## src/rtl/per1_pkg.sv

```systemverilog
`default_nettype none
// ============================================================================
// Module      : per1_pkg
// Description : Shared types and constants for the note sequencer: note
//               names, song ROM entry layout, FSM state encoding, the
//               note-to-maxcount table and the default melody.
// Revision    : 1.0 - initial release
// ============================================================================
package per1_pkg;

    // Note names, used as indices into NOTE_MAXCOUNT
    typedef enum logic [3:0] {
        NOTE_C5 = 4'd0,
        NOTE_D5 = 4'd1,
        NOTE_E5 = 4'd2,
        NOTE_F5 = 4'd3,
        NOTE_G5 = 4'd4,
        NOTE_A5 = 4'd5,
        NOTE_B5 = 4'd6,
        NOTE_C6 = 4'd7
    } note_e;

    // One song ROM word: rest flag, note index, duration in beats (0 = end)
    typedef struct packed {
        logic       rest;
        logic [3:0] note;
        logic [3:0] dur;
    } song_entry_t;

    // Sequencer states
    typedef logic [1:0] state_e;
    localparam state_e ST_IDLE = 2'd0;
    localparam state_e ST_LOAD = 2'd1;
    localparam state_e ST_PLAY = 2'd2;
    localparam state_e ST_GAP  = 2'd3;

    // Half-period counts for a 100 MHz clock: floor(1e8 / (2 * f))
    localparam logic [16:0] NOTE_MAXCOUNT [16] = '{
        17'd95556, 17'd85131, 17'd75842, 17'd71586,
        17'd63776, 17'd56818, 17'd50619, 17'd47778,
        17'd0,     17'd0,     17'd0,     17'd0,
        17'd0,     17'd0,     17'd0,     17'd0
    };

    // Builds one ROM word from its fields
    function automatic song_entry_t mk_entry(input logic rest, input note_e note,
                                             input logic [3:0] dur);
        song_entry_t e;
        e.rest = rest;
        e.note = note;
        e.dur  = dur;
        return e;
    endfunction

    localparam song_entry_t END_MARK = '0;

    // Default melody: C major scale upward, four beats per note
    localparam song_entry_t SONG_ROM [16] = '{
        mk_entry(1'b0, NOTE_C5, 4'd4),
        mk_entry(1'b0, NOTE_D5, 4'd4),
        mk_entry(1'b0, NOTE_E5, 4'd4),
        mk_entry(1'b0, NOTE_F5, 4'd4),
        mk_entry(1'b0, NOTE_G5, 4'd4),
        mk_entry(1'b0, NOTE_A5, 4'd4),
        mk_entry(1'b0, NOTE_B5, 4'd4),
        mk_entry(1'b0, NOTE_C6, 4'd4),
        END_MARK, END_MARK, END_MARK, END_MARK,
        END_MARK, END_MARK, END_MARK, END_MARK
    };

endpackage
`default_nettype wire

```

## src/rtl/beat_timer.sv

```systemverilog
`default_nettype none
// ============================================================================
// Module      : beat_timer
// Description : Loadable down-counter. Counts toward zero and flags expiry
//               while the count equals 1, so a load of N gives N cycles.
//               Loading 0 parks the timer.
// Revision    : 1.0 - initial release
// ============================================================================
module beat_timer #(
    parameter int WIDTH = 28
) (
    input  logic             clk_i,
    input  logic             rst_i,
    input  logic             load_i,
    input  logic [WIDTH-1:0] value_i,
    output logic             expire_o
);

    logic [WIDTH-1:0] count_q;
    logic [WIDTH-1:0] count_d;

    // Next count: load wins, otherwise decrement until parked at zero
    always_comb begin
        count_d = count_q;
        if (load_i) begin
            count_d = value_i;
        end else if (count_q != '0) begin
            count_d = count_q - WIDTH'(1);
        end
    end

    // Count register
    always_ff @(posedge clk_i) begin
        if (rst_i) begin
            count_q <= '0;
        end else begin
            count_q <= count_d;
        end
    end

    assign expire_o = (count_q == WIDTH'(1));

endmodule
`default_nettype wire

```

## src/rtl/note_sequencer.sv

```systemverilog
`default_nettype none
// ============================================================================
// Module      : note_sequencer
// Description : Walks the song ROM, driving the tone divider's maxcount for
//               each note and gating the tone during rests and the silent
//               gap that follows every entry. Optional looping at song end.
// Revision    : 1.0 - initial release
// ============================================================================
module note_sequencer
    import per1_pkg::*;
#(
    parameter int          BEAT_CYCLES = 5_000_000,
    parameter int          GAP_CYCLES  = 500_000,
    parameter int          SONG_LEN    = 16,
    parameter song_entry_t ROM [16]    = SONG_ROM
) (
    input  logic        CLK,
    input  logic        RST,
    input  logic        START,
    input  logic        STOP,
    input  logic        LOOP,
    output logic [16:0] maxcount,
    output logic        TONE_EN,
    output logic        BUSY,
    output logic [3:0]  NOTE_IDX
);

    state_e      state_q, state_d;
    logic [3:0]  idx_q, idx_d;
    logic [16:0] mc_q, mc_d;
    logic        tone_q, tone_d;
    logic        busy_q, busy_d;

    logic        tmr_load;
    logic [27:0] tmr_value;
    logic        tmr_expire;

    song_entry_t entry;
    logic [27:0] dur_cycles;
    logic        last_entry;

    assign entry      = ROM[idx_q];
    assign dur_cycles = 28'(entry.dur) * 28'(BEAT_CYCLES);
    assign last_entry = (idx_q == 4'(SONG_LEN - 1));

    beat_timer #(
        .WIDTH (28)
    ) u_timer (
        .clk_i    (CLK),
        .rst_i    (RST),
        .load_i   (tmr_load),
        .value_i  (tmr_value),
        .expire_o (tmr_expire)
    );

    // Next-state and output decode; STOP overrides whatever the FSM chose
    always_comb begin
        state_d   = state_q;
        idx_d     = idx_q;
        mc_d      = mc_q;
        tone_d    = tone_q;
        tmr_load  = 1'b0;
        tmr_value = '0;

        case (state_q)
            ST_IDLE: begin
                if (START && !STOP) begin
                    state_d = ST_LOAD;
                    idx_d   = 4'd0;
                end
            end

            ST_LOAD: begin
                if (entry.dur == 4'd0) begin
                    // End marker: restart or go idle
                    idx_d = 4'd0;
                    if (LOOP) begin
                        state_d = ST_LOAD;
                    end else begin
                        state_d = ST_IDLE;
                        mc_d    = '0;
                        tone_d  = 1'b0;
                    end
                end else begin
                    state_d   = ST_PLAY;
                    mc_d      = NOTE_MAXCOUNT[entry.note];
                    tone_d    = !entry.rest;
                    tmr_load  = 1'b1;
                    tmr_value = dur_cycles;
                end
            end

            ST_PLAY: begin
                if (tmr_expire) begin
                    state_d   = ST_GAP;
                    tone_d    = 1'b0;
                    tmr_load  = 1'b1;
                    tmr_value = 28'(GAP_CYCLES);
                end
            end

            ST_GAP: begin
                if (tmr_expire) begin
                    if (last_entry) begin
                        idx_d = 4'd0;
                        if (LOOP) begin
                            state_d = ST_LOAD;
                        end else begin
                            state_d = ST_IDLE;
                            mc_d    = '0;
                        end
                    end else begin
                        idx_d   = idx_q + 4'd1;
                        state_d = ST_LOAD;
                    end
                end
            end

            default: begin
                state_d = ST_IDLE;
                idx_d   = 4'd0;
                mc_d    = '0;
                tone_d  = 1'b0;
            end
        endcase

        if (STOP && (state_q != ST_IDLE)) begin
            state_d   = ST_IDLE;
            idx_d     = 4'd0;
            mc_d      = '0;
            tone_d    = 1'b0;
            tmr_load  = 1'b1;
            tmr_value = '0;
        end

        busy_d = (state_d != ST_IDLE);
    end

    // State and registered outputs
    always_ff @(posedge CLK) begin
        if (RST) begin
            state_q <= ST_IDLE;
            idx_q   <= 4'd0;
            mc_q    <= '0;
            tone_q  <= 1'b0;
            busy_q  <= 1'b0;
        end else begin
            state_q <= state_d;
            idx_q   <= idx_d;
            mc_q    <= mc_d;
            tone_q  <= tone_d;
            busy_q  <= busy_d;
        end
    end

    assign maxcount = mc_q;
    assign TONE_EN  = tone_q;
    assign BUSY     = busy_q;
    assign NOTE_IDX = idx_q;

endmodule
`default_nettype wire

```

## config.mk

```make
export PLATFORM = sky130hd
export DESIGN_NAME = note_sequencer
export DESIGN_NICKNAME = d
export VERILOG_FILES = /design/src/rtl/per1_pkg.sv /design/src/rtl/beat_timer.sv /design/src/rtl/note_sequencer.sv
export SDC_FILE = /design/constraint.sdc
export NUM_CORES = 1
export LEC_CHECK = 0
export BUFFER_PORTS_ARGS = -buffer_cell sky130_fd_sc_hd__buf_2
export CAP_MARGIN = 20
export CORE_MARGIN = 4
export CORE_UTILIZATION = 59
export CTS_CLUSTER_DIAMETER = 50
export DETAILED_ROUTE_END_ITERATION = 6
export PLACE_DENSITY = 0.8
export SYNTH_ARGS = -nofsm -noshare
export SYNTH_HDL_FRONTEND = slang
export SYNTH_SLANG_ARGS = --single-unit
```

## constraint.sdc

```tcl
create_clock -name CLK -period 3.25 [get_ports CLK]
set_input_delay 0.8125 -clock CLK [delete_from_list [all_inputs] [get_ports CLK]]
set_output_delay 0.8125 -clock CLK [all_outputs]
set_load 0.1 [all_outputs]
```

==> impl_results.md <==
- Setup TNS: 0 ns
- Total die area: ~5900 um2
- Synth Instances: 324
- Sw Pwr: approximately 0.0011 W
- Final WS setup: 0.570 ns
- Post-CTS Setup Bufs: 0
- Fillcell total: between 300 and 400
- Int Power: approximately 0.0014 W
- Final Net Count: between 300 and 400
- TritonCTS Buffers: 5
- Clock share of power: 15.7%
- Most frequently used flop master after synthesis: dfxtp_1
- Clock latency at the later pin of the worst-skew pair: 0.32 ns
- CTS tree: done
- Final WL: 6120 um
- Switching share of power: between 40% and 50%
- GR Util All Layers: 21.9%
- DRC: 0
- Post-detail-place hpwl: 4600 um
- Hold crit path type: reg2reg
- Crit share post-route: 82.5%
- Max_slew headroom: 55.7%
- DIE HEIGHT: between 70 and 80 um
- Starting Density: between 60% and 70%
- Kind of critical path: reg2reg
- Overall power: roughly 0.0025 W
- Yosys cell types: 46
- RSZ-0062 raised after global routing: no
- Area growth from synthesis to layout: 10.5%
- Largest net degree at the start of global routing: 19
- Final hold vios: 0
- Fmax: 373 MHz
- Pre-CTS setup slack: around 0.64 ns
- Peak supply drop: about 0.36 mV
- Crit path required time: ~3.4 ns
- Initial DRT Pass Iterations: 4
- Flop pwr share: a little over a third
- Slew Viols, Final: 0
- Clock root cell: clkbuf_8
- Post-Route Utilization: about 70%
- Most frequent cells in the layout: 53 x dfxtp_1, 45 x nor2_1, 27 x buf_2, 23 x nand2_1, 22 x a21oi_1
- First-pass GRT wire length: about 11000 um
- CP max FO: 16
- Initial antenna violation count: 0
- Antenna Violating Nets Remaining: 0
- Vias/cell: between 5 and 6
- Setup violations, final: 0
- Commonest non-fill, non-tap cell in the layout: dfxtp_1
- Hold buffer count at CTS: 0
- Htree depth: 2
- Multi-input logic area: approximately 1600 um2
- Port Buffers: 27
- Gr ovfl total: 0
- Yosys reg bits: 53
- Seq/Total Area, Yosys: 38.1%
- Synth Area per Inst: 8.58 um2
- Syn nets: ~340
- Chip width: between 70 and 80 um
- Post-synth EDFFs: 0
- Number of global-route vias before repair: between 2000 and 2500
- Yosys warnings: 0
- Ratio of cells with drive above 1 in the final layout: 15.3%
- ANT cells: 0
- Routability-driven placement congestion ratio: 0.897
- Leakage: approximately 1.3 nW
- Row cnt: 24
- Slew @ Worst Pin: roughly 0.66 ns
- Clock sinks: 53
- Final min period: approximately 2.7 ns
- Clk_skew: roughly 0.0064 ns
- Iter 0 DRT Violations: 181
- Status: finished, final reports clean
- Resized cells post-CTS: 0
- P per Cell Area: roughly 820 nW/um2
- Via count: approximately 2400
- Synth Cell Area: around 2800 um2
- CP Data Arrival Time: ~2.9 ns
- Ports: 28
- Core region area: about 4400 um2
- Clock slew at reported path FFs: 0.10 ns
- Crit. End Element: flop
- DR WL/cell: about 15 um
- Max Root-Sink Buffers: 2
- Max-Cap Viols: 0
- Startpoint Class: flop
- Register Area: 1060 um2
- Combinational share of power: 49.0%
- Post-synth ARST share: 0%
## critical path, cell delays in order, from the launching register on
cell and delay, ns:
dfxtp_1 0.36, nor3_2 0.33, nand4_1 0.35, nor4_2 0.68, a31oi_1 0.24, nand2_1 0.47, nor2_1 0.11
## synthesized netlist by cell type (3+ instances only)
cell | n | area share, %
dfxtp_1 | 53 | 38
nor2_1 | 45 | 6.1
nand2_1 | 23 | 3.1
a21oi_1 | 22 | 4.0
ha_1 | 15 | 6.7
xnor2_1 | 15 | 4.7
nand3_1 | 13 | 2.3
nor3_1 | 13 | 2.3
inv_1 | 12 | 1.6
nor4_1 | 10 | 2.2
xor2_1 | 10 | 3.1
clkbuf_1 | 9 | 1.2
a22o_1 | 8 | 2.5
nand2b_1 | 6 | 1.3
a211oi_1 | 4 | 1.1
a311oi_1 | 4 | 1.3
a31oi_1 | 4 | 0.90
mux2i_1 | 4 | 1.4
nand4_1 | 4 | 0.90
nor3_2 | 4 | 1.4
o21ai_0 | 4 | 0.72
o2bb2ai_1 | 4 | 1.3
a21o_1 | 3 | 0.81
nor4_2 | 3 | 1.3
or3_1 | 3 | 0.67
## per-stage QoR
stage               hold WS (ns)  instance area, um2  instances
floorplan                  0.485                2780        324
global placement           0.429                2980        397
detailed placement         0.435                2980        397
CTS                        0.460                3070        405
global route               0.488                3070        405
finish                     0.462                3070        405
## area by class of cell
type	count	share of cell area, %
inverter	12	1.47
tap	52	2.12
multi-input combinational	247	53.0
clock inverter	3	0.855
clock buffer	5	2.24
timing repair buffer	33	5.86
sequential	53	34.5
## per-layer routing
| metal | vias to the layer above | track usage (%) | wire length [um] |
|---|---|---|---|
| li1 | 1212 | - | - |
| met1 | 1105 | 27.8 | 2880 |
| met2 | 36 | 36.8 | 3000 |
| met3 | 10 | 4.33 | 158 |
| met4 | 0 | 7.61 | 82 |
| met5 | - | 0 | 0 |
## state kept, by name (all words and copies together) (netlist names)
signal           flops
state_q              2
maxcount            17
NOTE_IDX             4
TONE_EN              1
BUSY                 1
u_timer.count_q     28
## kinds of logic after synthesis
| group | after synthesis | synth area share [%] |
|---|---|---|
| AO/OA/AOI/OAI | 65 | 16.1 |
| XOR/XNOR | 25 | 7.87 |
| adder cells (fa/ha/maj) | 15 | 6.75 |
| buffers and inverters | 24 | 3.33 |
| flip-flops | 53 | 38.1 |
| multiplexers | 4 | 1.44 |
| AND/OR/NAND/NOR | 138 | 26.4 |
## power groups by stage
| stage | sequential [W] | clock, W | combinational, W |
|---|---|---|---|
| 2_1_floorplan | 0.00103 | 0 | 0.000827 |
| 3_5_place_dp | 0.000901 | 0 | 0.00121 |
| 4_1_cts | 0.000886 | 0.000404 | 0.00122 |
| 6_report | 0.000887 | 0.000393 | 0.00123 |
| 5_1_grt | 0.000908 | 0.000428 | 0.00135 |
| 3_3_place_gp | 0.000895 | 0 | 0.00119 |
## worst paths after layout
path | from | end | slack, ns | cells past startpoint
max | u_timer.count_q[19] | u_timer.count_q[19] | 0.57 | 6
min | maxcount[0] | maxcount[0] | 0.46 | 1
max reg2reg | u_timer.count_q[19] | u_timer.count_q[19] | 0.57 | 6
min reg2reg | maxcount[0] | maxcount[0] | 0.46 | 1
(Power assumes the default switching activity.)
